### src/rtl/byte_serial_add_ctrl_pkg.sv
// Shared constants for the byte-serial add controller: limb width and FSM encoding.
package byte_serial_add_ctrl_pkg;

  localparam int LIMB_W = 8;

  typedef enum logic [1:0] {
    ST_IDLE = 2'd0,
    ST_RUN  = 2'd1,
    ST_DONE = 2'd2
  } state_t;

endpackage

### src/rtl/byte_serial_add_ctrl_if.sv
// Operand intake / result delivery bundle for byte_serial_add_ctrl.
// SERIAL_ADDSUB_EN adds the sub request bit and the ovf result bit.
interface byte_serial_add_ctrl_if #(
  parameter int NBYTES = 4
);
  import byte_serial_add_ctrl_pkg::*;

  localparam int W = LIMB_W * NBYTES;

  logic         in_valid;
  logic         in_ready;
  logic [W-1:0] a;
  logic [W-1:0] b;
  logic         ci;
  logic         out_valid;
  logic         out_ready;
  logic [W-1:0] sum;
  logic         co;
  logic         busy;
`ifdef SERIAL_ADDSUB_EN
  logic         sub;
  logic         ovf;
`endif

  modport master (
    output in_valid, a, b, ci, out_ready,
`ifdef SERIAL_ADDSUB_EN
    output sub,
    input  ovf,
`endif
    input  in_ready, out_valid, sum, co, busy
  );

  modport slave (
    input  in_valid, a, b, ci, out_ready,
`ifdef SERIAL_ADDSUB_EN
    input  sub,
    output ovf,
`endif
    output in_ready, out_valid, sum, co, busy
  );

endinterface

### src/rtl/byte_serial_add_ctrl_add8_slice.sv
// Combinational 8-bit full adder slice shared by every limb of the serial add.
module add8_slice (
  input  logic [7:0] a_i,
  input  logic [7:0] b_i,
  input  logic       ci_i,
  output logic [7:0] y_o,
  output logic       co_o
);

  assign {co_o, y_o} = {1'b0, a_i} + {1'b0, b_i} + {8'd0, ci_i};

endmodule

### src/rtl/byte_serial_add_ctrl.sv
// Adds two NBYTES-wide operands one byte per clock through a single add8_slice.
// Optional macro SERIAL_ADDSUB_EN enables subtract requests and signed overflow.
module byte_serial_add_ctrl
  import byte_serial_add_ctrl_pkg::*;
#(
  parameter int NBYTES = 4
) (
  input  logic                  clk,
  input  logic                  rst_n,
  byte_serial_add_ctrl_if.slave bus
);

  localparam int W  = LIMB_W * NBYTES;
  localparam int CW = (NBYTES > 1) ? $clog2(NBYTES) : 1;
  localparam logic [CW-1:0] LAST_IDX = CW'(NBYTES - 1);

  state_t       state_q, state_d;
  logic [W-1:0] opA_q, opA_d;
  logic [W-1:0] opB_q, opB_d;
  logic [W-1:0] sum_q, sum_d;
  logic         co_q, co_d;
  logic         carry_q, carry_d;
  logic [CW-1:0] cnt_q, cnt_d;

  logic         subEff;
  logic [7:0]   sliceA;
  logic [7:0]   sliceB;
  logic [7:0]   sliceY;
  logic         sliceCo;

`ifdef SERIAL_ADDSUB_EN
  logic sub_q, sub_d;
  logic ovf_q, ovf_d;
  logic sliceOvf;

  assign subEff   = sub_q;
  assign sliceOvf = (sliceA[7] == sliceB[7]) && (sliceY[7] != sliceA[7]);
  assign bus.ovf  = ovf_q;
`else
  assign subEff = 1'b0;
`endif

  // Subtraction is a + ~b + 1, so only the B byte and the initial carry change.
  assign sliceA = opA_q[7:0];
  assign sliceB = subEff ? ~opB_q[7:0] : opB_q[7:0];

  add8_slice u_slice (
    .a_i  (sliceA),
    .b_i  (sliceB),
    .ci_i (carry_q),
    .y_o  (sliceY),
    .co_o (sliceCo)
  );

  always_comb begin
    state_d = state_q;
    opA_d   = opA_q;
    opB_d   = opB_q;
    sum_d   = sum_q;
    co_d    = co_q;
    carry_d = carry_q;
    cnt_d   = cnt_q;
`ifdef SERIAL_ADDSUB_EN
    sub_d   = sub_q;
    ovf_d   = ovf_q;
`endif
    unique case (state_q)
      ST_IDLE: begin
        if (bus.in_valid) begin
          opA_d   = bus.a;
          opB_d   = bus.b;
          cnt_d   = '0;
`ifdef SERIAL_ADDSUB_EN
          sub_d   = bus.sub;
          carry_d = bus.sub ? 1'b1 : bus.ci;
`else
          carry_d = bus.ci;
`endif
          state_d = ST_RUN;
        end
      end
      ST_RUN: begin
        // Result bytes enter from the top so byte 0 lands at the bottom after NBYTES shifts.
        opA_d   = opA_q >> LIMB_W;
        opB_d   = opB_q >> LIMB_W;
        sum_d   = {sliceY, sum_q[W-1:LIMB_W]};
        carry_d = sliceCo;
        if (cnt_q == LAST_IDX) begin
          co_d    = sliceCo;
          cnt_d   = '0;
`ifdef SERIAL_ADDSUB_EN
          ovf_d   = sliceOvf;
`endif
          state_d = ST_DONE;
        end else begin
          cnt_d = cnt_q + CW'(1);
        end
      end
      ST_DONE: begin
        if (bus.out_ready) begin
          state_d = ST_IDLE;
        end
      end
      default: state_d = ST_IDLE;
    endcase
  end

  always_ff @(posedge clk) begin
    if (!rst_n) begin
      state_q <= ST_IDLE;
      opA_q   <= '0;
      opB_q   <= '0;
      sum_q   <= '0;
      co_q    <= 1'b0;
      carry_q <= 1'b0;
      cnt_q   <= '0;
`ifdef SERIAL_ADDSUB_EN
      sub_q   <= 1'b0;
      ovf_q   <= 1'b0;
`endif
    end else begin
      state_q <= state_d;
      opA_q   <= opA_d;
      opB_q   <= opB_d;
      sum_q   <= sum_d;
      co_q    <= co_d;
      carry_q <= carry_d;
      cnt_q   <= cnt_d;
`ifdef SERIAL_ADDSUB_EN
      sub_q   <= sub_d;
      ovf_q   <= ovf_d;
`endif
    end
  end

  assign bus.in_ready  = (state_q == ST_IDLE);
  assign bus.out_valid = (state_q == ST_DONE);
  assign bus.busy      = (state_q != ST_IDLE);
  assign bus.sum       = sum_q;
  assign bus.co        = co_q;

endmodule

### src/flat_wrapper.sv
// flat-port wrapper written by rule: the top's interface ports become plain ports
module byte_serial_add_ctrl_flat import byte_serial_add_ctrl_pkg::*;
#(
  parameter int NBYTES = 4
)
  (clk, rst_n, bus_in_valid, bus_a, bus_b, bus_ci, bus_out_ready, bus_in_ready, bus_out_valid, bus_sum, bus_co, bus_busy);
  byte_serial_add_ctrl_if #(.NBYTES(NBYTES)) bus_i ();
  input  logic clk;
  input  logic rst_n;
  input wire logic [$bits(bus_i.in_valid)-1:0] bus_in_valid;
  input wire logic [$bits(bus_i.a)-1:0] bus_a;
  input wire logic [$bits(bus_i.b)-1:0] bus_b;
  input wire logic [$bits(bus_i.ci)-1:0] bus_ci;
  input wire logic [$bits(bus_i.out_ready)-1:0] bus_out_ready;
  output wire logic [$bits(bus_i.in_ready)-1:0] bus_in_ready;
  output wire logic [$bits(bus_i.out_valid)-1:0] bus_out_valid;
  output wire logic [$bits(bus_i.sum)-1:0] bus_sum;
  output wire logic [$bits(bus_i.co)-1:0] bus_co;
  output wire logic [$bits(bus_i.busy)-1:0] bus_busy;
  assign bus_i.in_valid = bus_in_valid;
  assign bus_i.a = bus_a;
  assign bus_i.b = bus_b;
  assign bus_i.ci = bus_ci;
  assign bus_i.out_ready = bus_out_ready;
  assign bus_in_ready = bus_i.in_ready;
  assign bus_out_valid = bus_i.out_valid;
  assign bus_sum = bus_i.sum;
  assign bus_co = bus_i.co;
  assign bus_busy = bus_i.busy;
  byte_serial_add_ctrl #(.NBYTES(NBYTES)) u_core (.clk(clk), .rst_n(rst_n), .bus(bus_i));
endmodule
### config.mk
export PLATFORM = sky130hd
export DESIGN_NAME = byte_serial_add_ctrl_flat
export DESIGN_NICKNAME = d
export VERILOG_FILES = /design/src/rtl/byte_serial_add_ctrl_pkg.sv /design/src/rtl/byte_serial_add_ctrl_if.sv /design/src/rtl/byte_serial_add_ctrl_add8_slice.sv /design/src/rtl/byte_serial_add_ctrl.sv /design/src/flat_wrapper.sv
export SDC_FILE = /design/constraint.sdc
export NUM_CORES = 1
export LEC_CHECK = 0
export CAP_MARGIN = 30
export CORE_MARGIN = 4
export CORE_UTILIZATION = 40
export CTS_BUF_LIST = sky130_fd_sc_hd__clkbuf_4 sky130_fd_sc_hd__clkbuf_8
export DETAILED_ROUTE_END_ITERATION = 8
export GPL_ROUTABILITY_DRIVEN = 0
export PLACE_DENSITY = 0.68
export SKIP_CTS_REPAIR_TIMING = 1
export SYNTH_ARGS = -nofsm -noshare
export SYNTH_HDL_FRONTEND = slang
export SYNTH_SLANG_ARGS = --single-unit
### constraint.sdc
create_clock -name clk -period 3.2 [get_ports clk]
set_clock_uncertainty 0.05 [all_clocks]
set_input_delay 0.96 -clock clk [delete_from_list [all_inputs] [get_ports clk]]
set_output_delay 0.96 -clock clk [all_outputs]
set_load 0.005 [all_outputs]
Word level (Yosys, flattened, before mapping)

Index checks and enable logic that the tools add are counted.
W data, S select, Z words.

Logic and storage cells: 35
Bits in registers: 102
Output and inout bits: 36

$add $sub $neg: 3
Reduce and logical (&&, ||, !) cells: 6
Eq/ne operators: 6
Muxes and demuxes: 13

Operators with widths:

| cell                  | count |
|---|---|
| $pmux W32 S2          | 2 |
| $mux W32              | 2 |
| $mux W2               | 5 |
| $add A8 B8 Y9         | 1 |
| $add A9 B1 Y9         | 1 |
| $pmux W2 S3           | 1 |
| $eq A2 B2 Y1 const B  | 2 |
| $ne A2 B2 Y1 const B  | 2 |
| $pmux W2 S2           | 1 |
| $reduce_and A2 Y1     | 2 |
| $reduce_bool A2 Y1    | 2 |
| $reduce_and A3 Y1     | 1 |
| $add A2 B1 Y2 const B | 1 |
| $eq A2 B1 Y1 const B  | 1 |
| $logic_not A2 Y1      | 1 |
| $ne A2 B1 Y1 const B  | 1 |
| $pmux W1 S2           | 1 |
| $mux W1               | 1 |

Depth between registers and ports, before layout

Gate-level depths: netlist of the first run.

Depth after elaboration: 3
Mapped depth: 6

Cells and area by module

A second synthesis of the first run with hierarchy kept.

Cell total of the unflattened synthesis: 459
Area total of the unflattened synthesis: 4,125.2 um^2

By module, submodules not included:

| module               | times used | cells each | area each (um^2) |
|---|---|---|---|
| byte_serial_add_ctrl | 1          | 419        | 3,793.6 |
| add8_slice           | 1          | 40         | 331.6 |

Least setup slack after synthesis of the first run

Ideal clock, no wire load.

Path kind: flip-flop to flip-flop
From: register u_core.carry_q
To: register u_core.sum_q[30] (netlist: u_core.bus.sum[30])
Setup slack: 0.969 ns
Arrival: 2.065 ns
Setup time: 0.116 ns
Cell stages (with the launch flop): 7
Buffers on the path: 0
Required time: 3.034 ns
Path through: dfxtp_1 fa_1 fa_1 a21o_1 and4_1 or3_1 a41o_1

Longest elaborated chain between the ends: 1

RTL lines:

| element                | line                                  | RTL |
|---|---|---|
| start, declared        | byte_serial_add_ctrl.sv:22            | `logic carry_q, carry_d;` |
| start signal, assigned | byte_serial_add_ctrl.sv:127           | `carry_q <= carry_d;` |
| $add A9 B1 Y9          | byte_serial_add_ctrl_add8_slice.sv:10 | `assign {co_o, y_o} = {1'b0, a_i} + {1'b0, b_i} + {8'd0, ci_i};` |
| end signal, assigned   | byte_serial_add_ctrl.sv:125           | `sum_q <= sum_d;` |
| end, declared          | byte_serial_add_ctrl.sv:20            | `logic [W-1:0] sum_q, sum_d;` |

Every way passes these cells.
A chain may end at the register's enable or synchronous reset.

Worst setup path after layout of the first run

From: register u_core.state_q[1]
To: output bus_in_ready

Longest elaborated chain between the ends: 1

RTL lines:

| element                | line                        | RTL |
|---|---|---|
| start, declared        | byte_serial_add_ctrl.sv:17  | `state_t state_q, state_d;` |
| start signal, assigned | byte_serial_add_ctrl.sv:122 | `state_q <= state_d;` |
| $logic_not A2 Y1       | byte_serial_add_ctrl.sv:136 | `assign bus.in_ready = (state_q == ST_IDLE);` |
| end, declared          | flat_wrapper.sv:15          | `output wire logic [$bits(bus_i.in_ready)-1:0] bus_in_ready;` |

Every way passes these cells.

==> results of run 1 <==
-- power breakdown --
part	internal [W]	leakage [nW]	switching, W
Clock	0.000394	0.107	0.000434
Sequential	0.00135	0.838	0.0000561
Combinational	0.000233	1.19	0.000251
-- layout by cell type (no fill, tap or decap), types with 2 or more instances in the layout --
cell	synthesis	routed
a211o_1	2	2
a211oi_1	4	4
a21o_1	2	2
a21oi_1	34	34
a22oi_1	17	17
a311oi_1	28	28
a311oi_2	20	20
buf_12	0	3
buf_4	3	6
clkbuf_8	0	10
clkdlybuf4s50_1	0	104
clkinv_2	0	3
dfxtp_1	102	102
fa_1	2	2
ha_1	8	8
inv_1	3	2
nand2_1	152	152
nand2b_1	3	2
nand3_1	4	4
nor2_1	72	72
nor3_1	5	5
o211ai_1	4	4
o21ai_0	2	2
or2_2	2	2
or3_1	2	2
-- cell type report --
| cell class | count | area, µm² | share of cell area [%] |
|---|---|---|---|
| well taps | 140 | 175 | 3.05 |
| multi-input cells | 380 | 2170 | 37.8 |
| inverters | 3 | 12.5 | 0.218 |
| clock buffers | 11 | 145 | 2.52 |
| flip-flops and latches | 102 | 2040 | 35.5 |
| clock inverters | 5 | 57.6 | 1.00 |
| repair buffers | 113 | 1150 | 19.9 |
-- layer usage --
metal,vias up,part of all wire [%]
met2,100,48
met1,1791,46
met3,11,5.0
met4,0,1.4
li1,1997,-
met5,-,0
-- worst min-delay path by stage --
stage,start,to,slack (ns),depth (start not counted)
floorplan,u_core.bus.sum[0],u_core.bus.sum[0],0.40,2
global placement,u_core.bus.sum[5],u_core.bus.sum[5],0.39,2
detailed placement,u_core.bus.sum[7],u_core.bus.sum[7],0.40,2
CTS,u_core.bus.sum[7],u_core.bus.sum[7],0.41,2
global route,u_core.bus.sum[3],u_core.bus.sum[3],0.43,2
finish,u_core.bus.sum[3],u_core.bus.sum[3],0.41,2
-- worst register-to-register path, stage by stage, from the launching register on --
cell and delay, ns:
dfxtp_1 0.36, fa_1 0.49, fa_1 0.43, a21o_1 0.21, and4_1 0.20, or3_1 0.31
a41o_1 0.24
-- per-stage QoR --
step,worst slack [ns],cell area [µm²],instances,utilization [%],hold WS (ns)
2_1_floorplan,0.969,4430,528,-,0.403
3_3_place_gp,0.486,5550,738,51.2,0.392
3_5_place_dp,0.414,5550,738,51.2,0.398
4_1_cts,0.458,5750,754,53.0,0.411
5_1_grt,0.397,5750,754,53.0,0.434
6_report,0.483,5750,754,53.0,0.408
-- flip-flops by register name, summed over array words and instances, names as in the netlist --
register	cells
u_core.cnt_q	2
u_core.bus.sum	32
u_core.state_q	2
u_core.carry_q	1
u_core.opA_q	32
u_core.bus.co	1
u_core.opB_q	32
-- logic make-up (layout without fill, tap and decap cells) --
group           count (synthesis)  in the layout  synth area share [%]
compound gates                120            120                  22.7
xor+xnor                        2              2                 0.396
fa+ha+maj                      10             10                  3.16
buf+inv                        46            132                  5.11
flops                         102            102                  46.1
simple gates                  248            248                  22.5
==> results.md, run 1 <==
- Status: completed
- Worst Setup End Kind: output pin
- Cells taking the most area after synthesis: dfxtp_1 (46%), nand2_1 (13%), a311oi_2 (6.8%), nor2_1 (6.1%), a311oi_1 (5.5%)
- Register area share after synthesis: between 40% and 50%
- Fin Setup TNS: 0 ns
- Max_cap viols: 0
- Die area: between 0.01 and 0.015 mm²
- Slew HR: 40.8%
- Initial antenna violation count: 0
- Grt met2 use: approximately 27%
- CTS Sinks: 102
- CP top delay family: buffers and inverters
- Fin. Hold Viols: 0
- Initial DRC Count: around 160
- Min Tclk post-route: roughly 2.7 ns
- #FFs+latches synth: between 100 and 150
- Synth Warn #: 0
- Worst R2R Setup Slack: approximately 0.82 ns
- Port Buffers: 104
- Max VDD drop: slightly below 0.2 mV
- Per-cell routed wire length: approximately 14 µm
- Reg2reg path depth: 6
- CTS tree: built
- Post-synth EDFFs: 0
- Gr usage total: around 17%
- Number of remaining DRC errors: 0
- Number of H-tree levels: 3
- Kind of critical path: reg -> out
- Cells after synthesis: roughly 530
- Area grow syn2layout: 29.9%
- Most used DFF post-synth: dfxtp_1
- Critical path endpoint: bus_in_ready
- Chip height: roughly 110 µm
- FF-to-FF End: u_core.bus.sum[30]
- Worst Path Buf+Inv: 2
- Crit path cell chain: or2_2 > inv_1 > clkdlybuf4s50_1
- Power Density: 473 mW/mm²
- TritonCTS Buffers: 9
- Unique cell type count in the Yosys netlist: 42
- Post-layout power: ~0.0027 W
- Worst Setup SP: u_core.state_q[1]
- Clock Tree Buf Depth: 2
- RSZ-0062 raised after global routing: no
- Max stage delay cell, worst path: clkdlybuf4s50_1
- Slew Viols, Final: 0
- Initial Util: 40.8%
- Layout cell share with drive strength beyond 1: 8.63%
- Post-DRT Antenna Nets: 0
- Largest stage delay on the critical path: around 0.50 ns
- Period utilisation layout: a little over four fifths
- Leading cell types by count after synthesis: nand2_1 (152), dfxtp_1 (102), nor2_1 (72)
- Area leader, netlist: dfxtp_1
- Vias: a little under 4,000
- Root buffer cell: clkbuf_8
- TritonRoute pass-1 iters: 4
- Chip width: about 110 µm
- CP max FO: 7
- Reg clk slew, reported paths: about 0.09 ns
- Largest net degree at the start of global routing: between 90 and 100
- Clock Latency Late Sink: around 0.37 ns
- Reg2reg start: u_core.carry_q
- Gr ovfl total: 0
- N_diodes: 0
- Worst path depth: 3
- Detailed Route WL: between 10 and 15 mm
- Core ar.: approximately 0.011 mm²
- Met3 usage: ~3.6%
- Max frequency: between 300 and 400 MHz
- Syn Area/Cell: 8.39 µm²
- # fillers: 1,032
- Hold WC Path Type: reg -> reg
- Post-Syn Nets: 607
- Worst-margin pin slew: 0.888 ns
- FFs w/ async S/R, synth: 0%
- Synth top area share: 46.1%
- Crit start category: register
- Arrival @ worst endpoint: ~1.7 ns
- Count of final setup violators: 0
- Most frequent cell after synthesis: nand2_1
- Row count: 38
- Detailed-route vias per instance: roughly 5.2
- Gr busiest metal: met2
- Number of global-route vias before repair: 3,728
- I/O pin count: approximately 110
- Post-DP HPWL: between 7 and 8 mm
- Post-synthesis instance area: around 0.0044 mm²
- Final nets: between 600 and 700
- GR Util met1: 21.5%
- First-pass GRT wire length: approximately 17 mm
- Required @ worst endpoint: ~2.2 ns
- Pleak: ~2.1 nW
Note: power is estimated with default switching activity, not from simulation.
==> run 2: changes to the inputs <==
clock period = 2.65 ns   (was 3.2 ns; I/O delays follow)
==> run 2 against run 1 <==
Against the previous run:
- hold slack worse by 0.0013 ns
- cell area is 2.2% higher
- combinational power is 23% higher
- die area stayed put
- first-iteration DRC count is 48% higher
- wire length is 3.2% lower
- critical path depth stayed put
- via count is 0.51% lower
- sequential power is 21% higher
- clock power is 54% higher
- critical path type unchanged
- largest cell class unchanged
==> results.md, run 2 (synthesized netlist as in run 1, its figures left out) <==
- Status: completed (unchanged)
- Root buffer cell: clkbuf_8 (unchanged)
- First-pass GRT wire length: 17.1 mm (was 17.5 mm)
- Initial Util: 40.8% (unchanged)
- Slew Viols, Final: 0 (unchanged)
- Area grow syn2layout: 32.7% (was 29.9%)
- Initial antenna violation count: 0 (unchanged)
- Arrival @ worst endpoint: 1.70 ns (was 1.71 ns)
- Max frequency: between 300 and 400 MHz
- Setup slack at placement: 0.246 ns (was 0.414 ns)
- Clock Tree Buf Depth: 2 (unchanged)
- Kind of critical path: reg -> out (unchanged)
- Fin. Hold Viols: 0 (unchanged)
- Chip height: 113 µm (unchanged)
- Worst Setup End Kind: output pin (unchanged)
- Power Density: 608 mW/mm² (was 473 mW/mm²)
- Worst-margin pin slew: 0.548 ns (was 0.888 ns)
- Detailed Route WL: 10.3 mm (was 10.6 mm)
- Fin Setup TNS: 0 ns (unchanged)
- Number of global-route vias before repair: 3,735 (was 3,728)
- Crit start category: register (unchanged)
- Number of remaining DRC errors: 0 (unchanged)
- TritonRoute pass-1 iters: 4 (unchanged)
- RSZ-0062 raised after global routing: no (unchanged)
- Dpl cells: 741 (was 738)
- CTS tree: built (unchanged)
- CTS Sinks: 102 (unchanged)
- Gr usage total: 16.3% (was 16.6%)
- Final nets: 691 (was 688)
- TritonCTS Buffers: 9 (unchanged)
- # fillers: 1,027 (was 1,032)
- Chip width: 113 µm (unchanged)
- Die area: 0.0128 mm² (unchanged)
- Period utilisation layout: 95.9%
- Max_cap viols: 0 (unchanged)
- Gr ovfl total: 0 (unchanged)
- Number of H-tree levels: 3 (unchanged)
- Layout cell share with drive strength beyond 1: 8.93% (was 8.63%)
- Finished Layout Cells: 756 (was 754)
- Final worst setup slack: 0.108 ns (was 0.483 ns)
- Per-cell routed wire length: 13.6 µm (was 14.1 µm)
- Row count: 38 (unchanged)
- Core ar.: 0.0108 mm² (unchanged)
- Max VDD drop: 0.312 mV (was 0.193 mV)
- Pleak: 2.19 nW (was 2.14 nW)
- Most common cell after layout, fill and taps aside: nand2_1 (unchanged)
- Hold WC Path Type: reg -> reg (unchanged)
- Slew HR: 63.5% (was 40.8%)
- Initial DRC Count: 240 (was 162)
- Count of final setup violators: 0 (unchanged)
- Vias: 3,879 (was 3,899)
- Required @ worst endpoint: 1.81 ns (was 2.19 ns)
- Post-DRT Antenna Nets: 0 (unchanged)
- Reg clk slew, reported paths: 0.09 ns (about the same)
- Port Buffers: 104 (unchanged)
- Clock Latency Late Sink: 0.37 ns (about the same)
- Detailed-route vias per instance: 5.13 (was 5.17)
- N_diodes: 0 (unchanged)
- Post-DP HPWL: 7.44 mm (was 7.52 mm)
- Commonest non-fill, non-tap cells in the layout: nand2_1 (152), clkdlybuf4s50_1 (104), dfxtp_1 (102), nor2_1 (72), a21oi_1 (34) (unchanged)
- I/O pin count: 105 (unchanged)
- Largest net degree at the start of global routing: 73 (was 97)
- CP max FO: 7 (unchanged)
- Min Tclk post-route: between 2 and 3 ns
-- run 2: critical path, stage by stage, from the launching register on --
cell	delay [ns]
dfxtp_1	0.44
or2_2	0.35
inv_1	0.06
clkdlybuf4s50_1	0.49
-- run 2: worst paths after layout --
check,from,endpoint,slack [ns],cells past startpoint
max,u_core.state_q[1],bus_in_ready,0.11,3
min,u_core.bus.sum[5],u_core.bus.sum[5],0.41,2
max reg2reg,u_core.carry_q,u_core.bus.sum[30],0.28,6
min reg2reg,u_core.bus.sum[5],u_core.bus.sum[5],0.41,2
-- run 2: final cells by class --
type / count / area, µm² / share of cell area, %
Clock inverter: 5 / 129 / 2.19
Multi-Input combinational cell: 380 / 2170 / 37.0
Inverter: 3 / 12.5 / 0.213
Tap cell: 140 / 175 / 2.98
Sequential cell: 102 / 2040 / 34.8
Timing Repair Buffer: 116 / 1210 / 20.5
Clock buffer: 10 / 138 / 2.34
-- run 2: per-stage QoR --
stage	utilization [%]	hold slack, ns	area, µm²	total power [W]
6_report	54.2	0.407	5870	0.00357
5_1_grt	54.2	0.435	5870	0.00375
4_1_cts	54.2	0.412	5870	0.00361
3_5_place_dp	51.7	0.400	5610	0.00234
3_3_place_gp	51.7	0.394	5610	0.00232
2_1_floorplan	-	0.403	4430	0.00209
-- run 2: layer usage --
metal / up-vias / GRT usage [%] / share of wire, % / routed length (µm)
li1: 2001 / - / - / -
met2: 108 / 26.0 / 46 / 4780
met3: 9 / 3.96 / 6.4 / 660
met4: 0 / 4.97 / 1.2 / 123
met5: - / 0 / 0 / 0
met1: 1761 / 21.8 / 46 / 4730
-- run 2: where the power goes --
part	switching, W	internal (W)
registers	0.0000668	0.00164
clock network	0.000526	0.000747
logic	0.000301	0.000295
total	0.000894	0.00268
==> run 3: changes to the inputs <==
CTS_CLUSTER_DIAMETER = 150   (was default)
==> results of run 3 <==
The final DEF is identical to that of run 2; final timing and power are the same.
